**src/rtl/rc_ctrl_pkg.sv**
```systemverilog
// rtl/rc_ctrl_pkg.sv - shared opcodes, register selects and state encoding for the RC sequencer
package rc_ctrl_pkg;

  localparam logic [1:0] OP_NOP  = 2'b00;
  localparam logic [1:0] OP_LDI  = 2'b01;
  localparam logic [1:0] OP_ADDI = 2'b10;
  localparam logic [1:0] OP_MV   = 2'b11;

  localparam logic [1:0] SEL_A   = 2'b00;
  localparam logic [1:0] SEL_B   = 2'b01;
  localparam logic [1:0] SEL_Z   = 2'b10;
  localparam logic [1:0] SEL_RSV = 2'b11;

  typedef enum logic [1:0] {
    ST_IDLE = 2'b00,
    ST_S1   = 2'b01,
    ST_S2   = 2'b10,
    ST_FIN  = 2'b11
  } state_t;

  typedef struct packed {
    logic ra_in;
    logic rb_in;
    logic rz_in;
    logic ra_out;
    logic rb_out;
    logic rz_out;
  } strobes_t;

endpackage

```
**src/rtl/rc_control_sequencer_if.sv**
```systemverilog
// rtl/rc_control_sequencer_if.sv - decoded-instruction handshake between decode and sequencer
interface rc_control_sequencer_if #(
  parameter int IMM_W = 8,
  parameter int SEL_W = 2
) ();

  logic             instr_valid;
  logic             instr_ready;
  logic [1:0]       opcode;
  logic [SEL_W-1:0] rd;
  logic [SEL_W-1:0] rs;
  logic [IMM_W-1:0] imm;

  modport master (
    output instr_valid,
    output opcode,
    output rd,
    output rs,
    output imm,
    input  instr_ready
  );

  modport slave (
    input  instr_valid,
    input  opcode,
    input  rd,
    input  rs,
    input  imm,
    output instr_ready
  );

endinterface

```
**src/rtl/rc_strobe_decode.sv**
```systemverilog
// rtl/rc_strobe_decode.sv - combinational map from sequencer step to datapath strobes/immediates
module rc_strobe_decode
  import rc_ctrl_pkg::*;
#(
  parameter int IMM_W = 8,
  parameter int SEL_W = 2
) (
  input  state_t           state,
  input  logic [1:0]       opcode,
  input  logic [SEL_W-1:0] rs,
  input  logic [SEL_W-1:0] rd,
  input  logic [IMM_W-1:0] imm,
  output strobes_t         strobes,
  output logic [IMM_W-1:0] add_imm,
  output logic [IMM_W-1:0] rega_imm
);

  // Each step drives one source onto the bus and loads one register; unused immediates stay 0
  always_comb begin
    strobes  = '0;
    add_imm  = '0;
    rega_imm = '0;
    case (state)
      ST_S1: begin
        if (opcode == OP_LDI) begin
          rega_imm      = imm;
          strobes.ra_in = 1'b1;
        end else if (opcode == OP_ADDI || opcode == OP_MV) begin
          // Source goes through the adder into Z; MV is an add of zero
          strobes.ra_out = (rs == SEL_W'(SEL_A));
          strobes.rb_out = (rs == SEL_W'(SEL_B));
          strobes.rz_in  = 1'b1;
          add_imm        = (opcode == OP_ADDI) ? imm : '0;
        end
      end
      ST_S2: begin
        if (opcode == OP_ADDI || opcode == OP_MV) begin
          strobes.rz_out = 1'b1;
          strobes.ra_in  = (rd == SEL_W'(SEL_A));
          strobes.rb_in  = (rd == SEL_W'(SEL_B));
        end
      end
      default: ;
    endcase
  end

endmodule

```
**src/rtl/rc_control_sequencer.sv**
```systemverilog
// rtl/rc_control_sequencer.sv - hardwired control sequencer driving the RC datapath strobes
module rc_control_sequencer
  import rc_ctrl_pkg::*;
#(
  parameter int IMM_W = 8,
  parameter int SEL_W = 2
) (
  input  logic                  clock,
  input  logic                  clear,
  rc_control_sequencer_if.slave instr,
  output logic                  RAin,
  output logic                  RBin,
  output logic                  RZin,
  output logic                  RAout,
  output logic                  RBout,
  output logic                  RZout,
  output logic [IMM_W-1:0]      AddImmediate,
  output logic [IMM_W-1:0]      RegisterAImmediate,
  output logic                  done,
  output logic                  illegal
);

  state_t           state_q;
  state_t           state_d;
  logic [1:0]       op_q;
  logic [SEL_W-1:0] rd_q;
  logic [SEL_W-1:0] rs_q;
  logic [IMM_W-1:0] imm_q;
  logic             illegal_q;
  logic             accept;
  logic             legal;
  strobes_t         strobes;
  logic [IMM_W-1:0] add_imm;
  logic [IMM_W-1:0] rega_imm;

  // Only the idle state takes a new instruction, so accepts can never be back to back
  assign accept = instr.instr_valid && (state_q == ST_IDLE);

  // Legality of the presented instruction: Z and the reserved select are never valid operands
  always_comb begin
    legal = 1'b0;
    case (instr.opcode)
      OP_NOP:  legal = 1'b1;
      OP_LDI:  legal = (instr.rd == SEL_W'(SEL_A));
      OP_ADDI,
      OP_MV:   legal = ((instr.rd == SEL_W'(SEL_A)) || (instr.rd == SEL_W'(SEL_B))) &&
                       ((instr.rs == SEL_W'(SEL_A)) || (instr.rs == SEL_W'(SEL_B)));
      default: legal = 1'b0;
    endcase
  end

  // State register
  always_ff @(posedge clock or posedge clear) begin
    if (clear) begin
      state_q <= ST_IDLE;
    end else begin
      state_q <= state_d;
    end
  end

  // Instruction capture register, loaded only on the accepting edge
  always_ff @(posedge clock or posedge clear) begin
    if (clear) begin
      op_q      <= OP_NOP;
      rd_q      <= '0;
      rs_q      <= '0;
      imm_q     <= '0;
      illegal_q <= 1'b0;
    end else if (accept) begin
      op_q      <= instr.opcode;
      rd_q      <= instr.rd;
      rs_q      <= instr.rs;
      imm_q     <= instr.imm;
      illegal_q <= !legal;
    end
  end

  // Next-state: NOP and rejected instructions retire immediately, LDI takes one step, ADDI/MV two
  always_comb begin
    state_d = state_q;
    case (state_q)
      ST_IDLE: begin
        if (accept) begin
          state_d = (instr.opcode == OP_NOP || !legal) ? ST_FIN : ST_S1;
        end
      end
      ST_S1:   state_d = (op_q == OP_LDI) ? ST_FIN : ST_S2;
      ST_S2:   state_d = ST_FIN;
      ST_FIN:  state_d = ST_IDLE;
      default: state_d = ST_IDLE;
    endcase
  end

  rc_strobe_decode #(
    .IMM_W (IMM_W),
    .SEL_W (SEL_W)
  ) u_strobe_decode (
    .state    (state_q),
    .opcode   (op_q),
    .rs       (rs_q),
    .rd       (rd_q),
    .imm      (imm_q),
    .strobes  (strobes),
    .add_imm  (add_imm),
    .rega_imm (rega_imm)
  );

  // Outputs come only from registered state, never straight from the instruction inputs
  always_comb begin
    instr.instr_ready  = (state_q == ST_IDLE);
    done               = (state_q == ST_FIN);
    illegal            = (state_q == ST_FIN) && illegal_q;
    RAin               = strobes.ra_in;
    RBin               = strobes.rb_in;
    RZin               = strobes.rz_in;
    RAout              = strobes.ra_out;
    RBout              = strobes.rb_out;
    RZout              = strobes.rz_out;
    AddImmediate       = add_imm;
    RegisterAImmediate = rega_imm;
  end

endmodule
```
**src/flat_wrapper.sv**
```systemverilog
// flat-port wrapper written by rule: the top's interface ports become plain ports
module rc_control_sequencer_flat import rc_ctrl_pkg::*;
#(
  parameter int IMM_W = 8,
  parameter int SEL_W = 2
)
  (clock, clear, RAin, RBin, RZin, RAout, RBout, RZout, AddImmediate, RegisterAImmediate, done, illegal, instr_instr_valid, instr_opcode, instr_rd, instr_rs, instr_imm, instr_instr_ready);
  rc_control_sequencer_if #(.IMM_W(IMM_W), .SEL_W(SEL_W)) instr_i ();
  input  logic clock;
  input  logic clear;
  output logic RAin;
  output logic RBin;
  output logic RZin;
  output logic RAout;
  output logic RBout;
  output logic RZout;
  output logic [IMM_W-1:0] AddImmediate;
  output logic [IMM_W-1:0] RegisterAImmediate;
  output logic done;
  output logic illegal;
  input wire logic [$bits(instr_i.instr_valid)-1:0] instr_instr_valid;
  input wire logic [$bits(instr_i.opcode)-1:0] instr_opcode;
  input wire logic [$bits(instr_i.rd)-1:0] instr_rd;
  input wire logic [$bits(instr_i.rs)-1:0] instr_rs;
  input wire logic [$bits(instr_i.imm)-1:0] instr_imm;
  output wire logic [$bits(instr_i.instr_ready)-1:0] instr_instr_ready;
  assign instr_i.instr_valid = instr_instr_valid;
  assign instr_i.opcode = instr_opcode;
  assign instr_i.rd = instr_rd;
  assign instr_i.rs = instr_rs;
  assign instr_i.imm = instr_imm;
  assign instr_instr_ready = instr_i.instr_ready;
  rc_control_sequencer #(.IMM_W(IMM_W), .SEL_W(SEL_W)) u_core (.clock(clock), .clear(clear), .instr(instr_i), .RAin(RAin), .RBin(RBin), .RZin(RZin), .RAout(RAout), .RBout(RBout), .RZout(RZout), .AddImmediate(AddImmediate), .RegisterAImmediate(RegisterAImmediate), .done(done), .illegal(illegal));
endmodule
```
**config.mk**
```make
export PLATFORM = sky130hd
export DESIGN_NAME = rc_control_sequencer_flat
export DESIGN_NICKNAME = d
export VERILOG_FILES = /design/src/rtl/rc_ctrl_pkg.sv /design/src/rtl/rc_control_sequencer_if.sv /design/src/rtl/rc_strobe_decode.sv /design/src/rtl/rc_control_sequencer.sv /design/src/flat_wrapper.sv
export SDC_FILE = /design/constraint.sdc
export NUM_CORES = 1
export LEC_CHECK = 0
export CAP_MARGIN = 20
export CORE_UTILIZATION = 42
export DETAILED_ROUTE_END_ITERATION = 10
export GPL_ROUTABILITY_DRIVEN = 0
export GPL_TIMING_DRIVEN = 0
export MAX_ROUTING_LAYER = met4
export PLACE_DENSITY = 0.86
export SYNTH_ARGS = -nofsm -noshare
export SYNTH_HDL_FRONTEND = slang
export SYNTH_HIERARCHICAL = 1
export SYNTH_SLANG_ARGS = --single-unit
```
**constraint.sdc**
```tcl
create_clock -name clock -period 1.5 [get_ports clock]
set_input_delay 0.3 -clock clock [delete_from_list [all_inputs] [get_ports clock]]
set_output_delay 0.3 -clock clock [all_outputs]
set_load 0.1 [all_outputs]
```
Word level (Yosys, flattened, before mapping) --
Cells that the tools add are included.
Word-level totals: input bits 17, flip-flop bits (word level) 17
Cells by class: mux-type cells 20, eq/ne operators 14, reductions and logical operators 15
Operator list (count):
- 2-to-1 mux 8 bit | 6
- equality test 2 x 1 -> 1 bit, second input constant | 7
- equality test 2 bit, second input constant | 6
- zero test 2 bit | 6
- 2-to-1 mux 3 bit | 3
- case mux 2 bit (4 select lines) | 1
- 2-to-1 mux 2 bit | 3
- 2-to-1 mux 1 bit | 5
- logical OR 1 bit | 4
- logical AND 1 bit | 3
- case mux 1 bit (3 select lines) | 1
- != test 2 x 1 -> 1 bit, second input constant | 1
- case mux 1 bit (2 select lines) | 1
- OR reduction 2 bit | 1
- zero test 1 bit | 1

Longest topological paths before layout --
word-level depth 9, depth in mapped cells 6

By module --
Netlist, hierarchy kept.
Modules (own cells, without submodules):
- rc_control_sequencer | cells an instance 54, instances 1, area an instance 777.0 um^2, sequential area each 425.4 um^2
- rc_strobe_decode | cells an instance 31, instances 1, area an instance 216.5 um^2, sequential area each 0.0 um^2

Least setup slack after synthesis --
Ideal clock, no wire load.
path kind flip-flop to output port, start register u_core.state_q[1], end output RBout, stages on the path, launching flop included 5, arrival 2.909 ns, setup slack -1.709 ns, cell sequence dfrtp_1 -> inv_1 -> ha_1 -> nand2_1 -> nor3b_1
Between the ends: cells in the longest elaborated chain, start to end 2
RTL lines:
- from (decl) | line rc_control_sequencer.sv:23 | state_t state_q;
- from (signal assigned) | line rc_control_sequencer.sv:57 | state_q <= state_d;
- equality test 2 x 1 -> 1 bit | line rc_strobe_decode.sv:23 | case (state)
- 2-to-1 mux 3 bit | line rc_strobe_decode.sv:23
- to (decl) | line flat_wrapper.sv:15 | output logic RBout;
No other way between the ends.

Worst setup path after layout --
start register u_core.state_q[0], end output RAin
Between the ends: cells in the longest elaborated chain, start to end 2
RTL lines:
- equality test 2 bit / equality test 2 x 1 -> 1 bit (equally long branches) | line rc_strobe_decode.sv:23
- case mux 1 bit (2 select lines) (*) | line rc_strobe_decode.sv:23
- to (decl) | line flat_wrapper.sv:11 | output logic RAin;
Every way passes the cells marked *; elsewhere a longest branch is shown, timed or not.

==> flow_summary.yaml <==
floorplanning:
  core.rowCount: 17
  die_w_um: 50.6
  core-area_um2: 2210
  fp.dieArea_um2: 2560
  die_h_um: 50.6
  io_pins: 42
  initial_core_util_pct: 44.9
route:
  dr.pass1.iters: 4
  drc: 0
  avgViaCountPerCell: 5.59
  post_drt_wl_per_cell_um: 22.9
  vias: 973
  initialDrtViolationCount: 18
  drtAntennaViolNets: 0
  drt-total-wl_um: 3990
placement:
  post-place-ws_ps: -1130
  hpwl_um: 1590
  port_buffers: 41
  dpl-instance-area_um2: 1550
finish:
  area_growth_pct: 105
  antennaDiodeCount: 0
  fin_util_pct: 92.3
  stdcell_area_um2: 2040
  drive_gt1_share_pct: 66.4
  fill_cells: 68
  nets: 169
run_status:
  violations: "negative setup slack"
  status: "finished with violations"
timing:
  tightestPinTransition_ps: 703
  fmax_mhz: 509
  skew_ps: 5.90
  finalMaxSlewViolations: 0
  setup_viol: 42
  fin_hold_ws_ps: 385
  rsz0062_at_grt: "true"
  hold_viol: 0
  min_period_ps: 1970
  setup_ws_ps: -466
  maxSlewHeadroom_pct: 53.1
  fin_crit_sh_pct: 131
worst_setup_path:
  required_ps: 1200
  critPathCaptureType: "output port"
  crit_arrival_ps: 1670
  path_class: "flop to output port"
  critPathLaunchType: "flop"
  cp_max_fo: 3
power_and_ir_drop:
  fin_total_pwr_mw: 4.76
  ir_worst_vdd_mv: 2.23
  leakagePower_nw: 0.921
  p_per_area_nw_per_um2: 2330
clock_network:
  clk_latency_ps: 320
  cts.sinks: 17
  cts-buffers-inserted: 3
  clk_path_buf_depth: 2
  cts_tree: "yes"
  cts.clk_slew.worst_paths_ps: 110
  htree_levels: 1
  clockRootBuffer: "clkbuf_4"
  hold_buffers: 0
synth:
  synthCells: 85
  yosys_warnings: 6
  yosysUniqueCellTypes: 21
  synth-seq-cells: 17
  syn_nets: 107
  avgSynthCellArea_um2: 11.7
  synth_area_um2: 993
  yosysSeqAreaShare_pct: 42.8
grt:
  grt_pass1_wl_um: 5180
  grt_usage_pct: 29.2
  grt_pass1_vias: 949
  gr-total-overflow: 0
  grt_max_degree: 18
  grt_antenna_before_repair: 0
run:
  drv_cap: 0
min_path:
  hp-class: "primary input to async pin"
==> worst max-delay path, cell delays in order (launching register included) <==
cell      delay (ps)
dfrtp_2          460
inv_1            140
ha_4             170
nor4bb_4         230
o21ba_4          180
buf_12           160
==> metrics by stage <==
stage / cells / TNS [ps]
after floorplan: 85 / -2580
final: 174 / -14240
after global placement: 154 / -24000
after detailed placement: 154 / -24500
after CTS: 168 / -8630
after global routing: 174 / -15480
==> state kept, by name (all words and copies together), names as in the netlist <==
signal and flops:
u_core/op_q 2, u_core/rd_q 2, u_core/imm_q 8, u_core/illegal_q 1, u_core/rs_q 2, u_core/state_q 2
==> repair_timing <==
item / 4_1_cts / 5_1_grt
cloned: 0 / 1
endpoints found under the setup margin: 32 / 41
pin swaps: 9 / 4
buffers inserted: 10 / 5
gates resized for setup: 234 / 8
==> area by class of cell <==
type	instances	area, um^2	share of cell area, %
plain buffers	2	31.3	1.53
clock buffers	4	26.3	1.29
inverters	8	32.5	1.59
multi-input cells	58	682	33.4
flip-flops and latches	17	428	21.0
well taps	28	35.0	1.72
repair buffers	57	806	39.5
==> logic make-up after synthesis <==
| logic type | after synthesis | synth area share (%) |
|---|---|---|
| adders and majority gates | 5 | 6.30 |
| muxes | 15 | 19.6 |
| AOI/OAI and AO/OA | 8 | 5.67 |
| and+or+nand+nor | 30 | 20.3 |
| DFF | 17 | 42.8 |
| buffers and inverters | 10 | 5.29 |
==> synthesized netlist by cell type, drive strengths merged <==
| cell type | n | area (um^2) |
|---|---|---|
| o21ai | 2 | 10.0 |
| nor3 | 1 | 5.00 |
| ha | 5 | 62.6 |
| and2 | 18 | 113 |
| and3b | 3 | 26.3 |
| nor3b | 1 | 7.51 |
| buf | 2 | 22.5 |
| nand2 | 4 | 22.5 |
| a311oi | 1 | 8.76 |
| o32ai | 1 | 8.76 |
| mux2 | 15 | 195 |
| o22ai | 2 | 12.5 |
| nand2b | 1 | 6.26 |
| o21ba | 1 | 10.0 |
| a31oi | 1 | 6.26 |
| nand4bb | 1 | 11.3 |
| nor4bb | 1 | 10.0 |
| inv | 8 | 30.0 |
| dfrtp | 17 | 425 |
==> path summary, 6_finish.rpt <==
path,slack [ps],depth (start not counted),startpoint,endpoint
worst max-delay path,-470,5,u_core/state_q[0],RAin
worst min-delay path,380,2,clear,u_core/op_q[1]
worst max register to register,-290,8,u_core/state_q[0],u_core/imm_q[6]
worst min register to register,560,1,u_core/imm_q[6],u_core/imm_q[6]
max in group asynchronous,630,2,clear,u_core/state_q[0]
min in group clock,560,1,u_core/imm_q[6],u_core/imm_q[6]
==> power by group <==
group	internal, mW	switching, mW	leakage [nW]
clock network	0.104	0.169	0.0150
logic	1.59	1.89	0.707
registers	0.702	0.307	0.199
total	2.40	2.37	0.921
==> placed cells by master, fill, tap and decap left out, types with 2 or more instances in the layout <==
master / n
buf_4: 13
o22ai_1: 2
mux2_4: 7
clkbuf_4: 3
ha_4: 4
buf_12: 26
clkdlybuf4s50_1: 16
dfrtp_1: 15
and2_4: 18
buf_6: 3
inv_1: 5
nand2_1: 2
inv_2: 2
dfrtp_2: 2
mux2_2: 8
==> metal layers <==
layer	share of wire, %	track usage [%]	vias up
li1	-	-	414
met1	35	33.6	486
met2	54	52.4	55
met3	5.4	4.24	18
met4	5.3	8.33	0
met5	0	-	-
(Power assumes the default switching activity.)
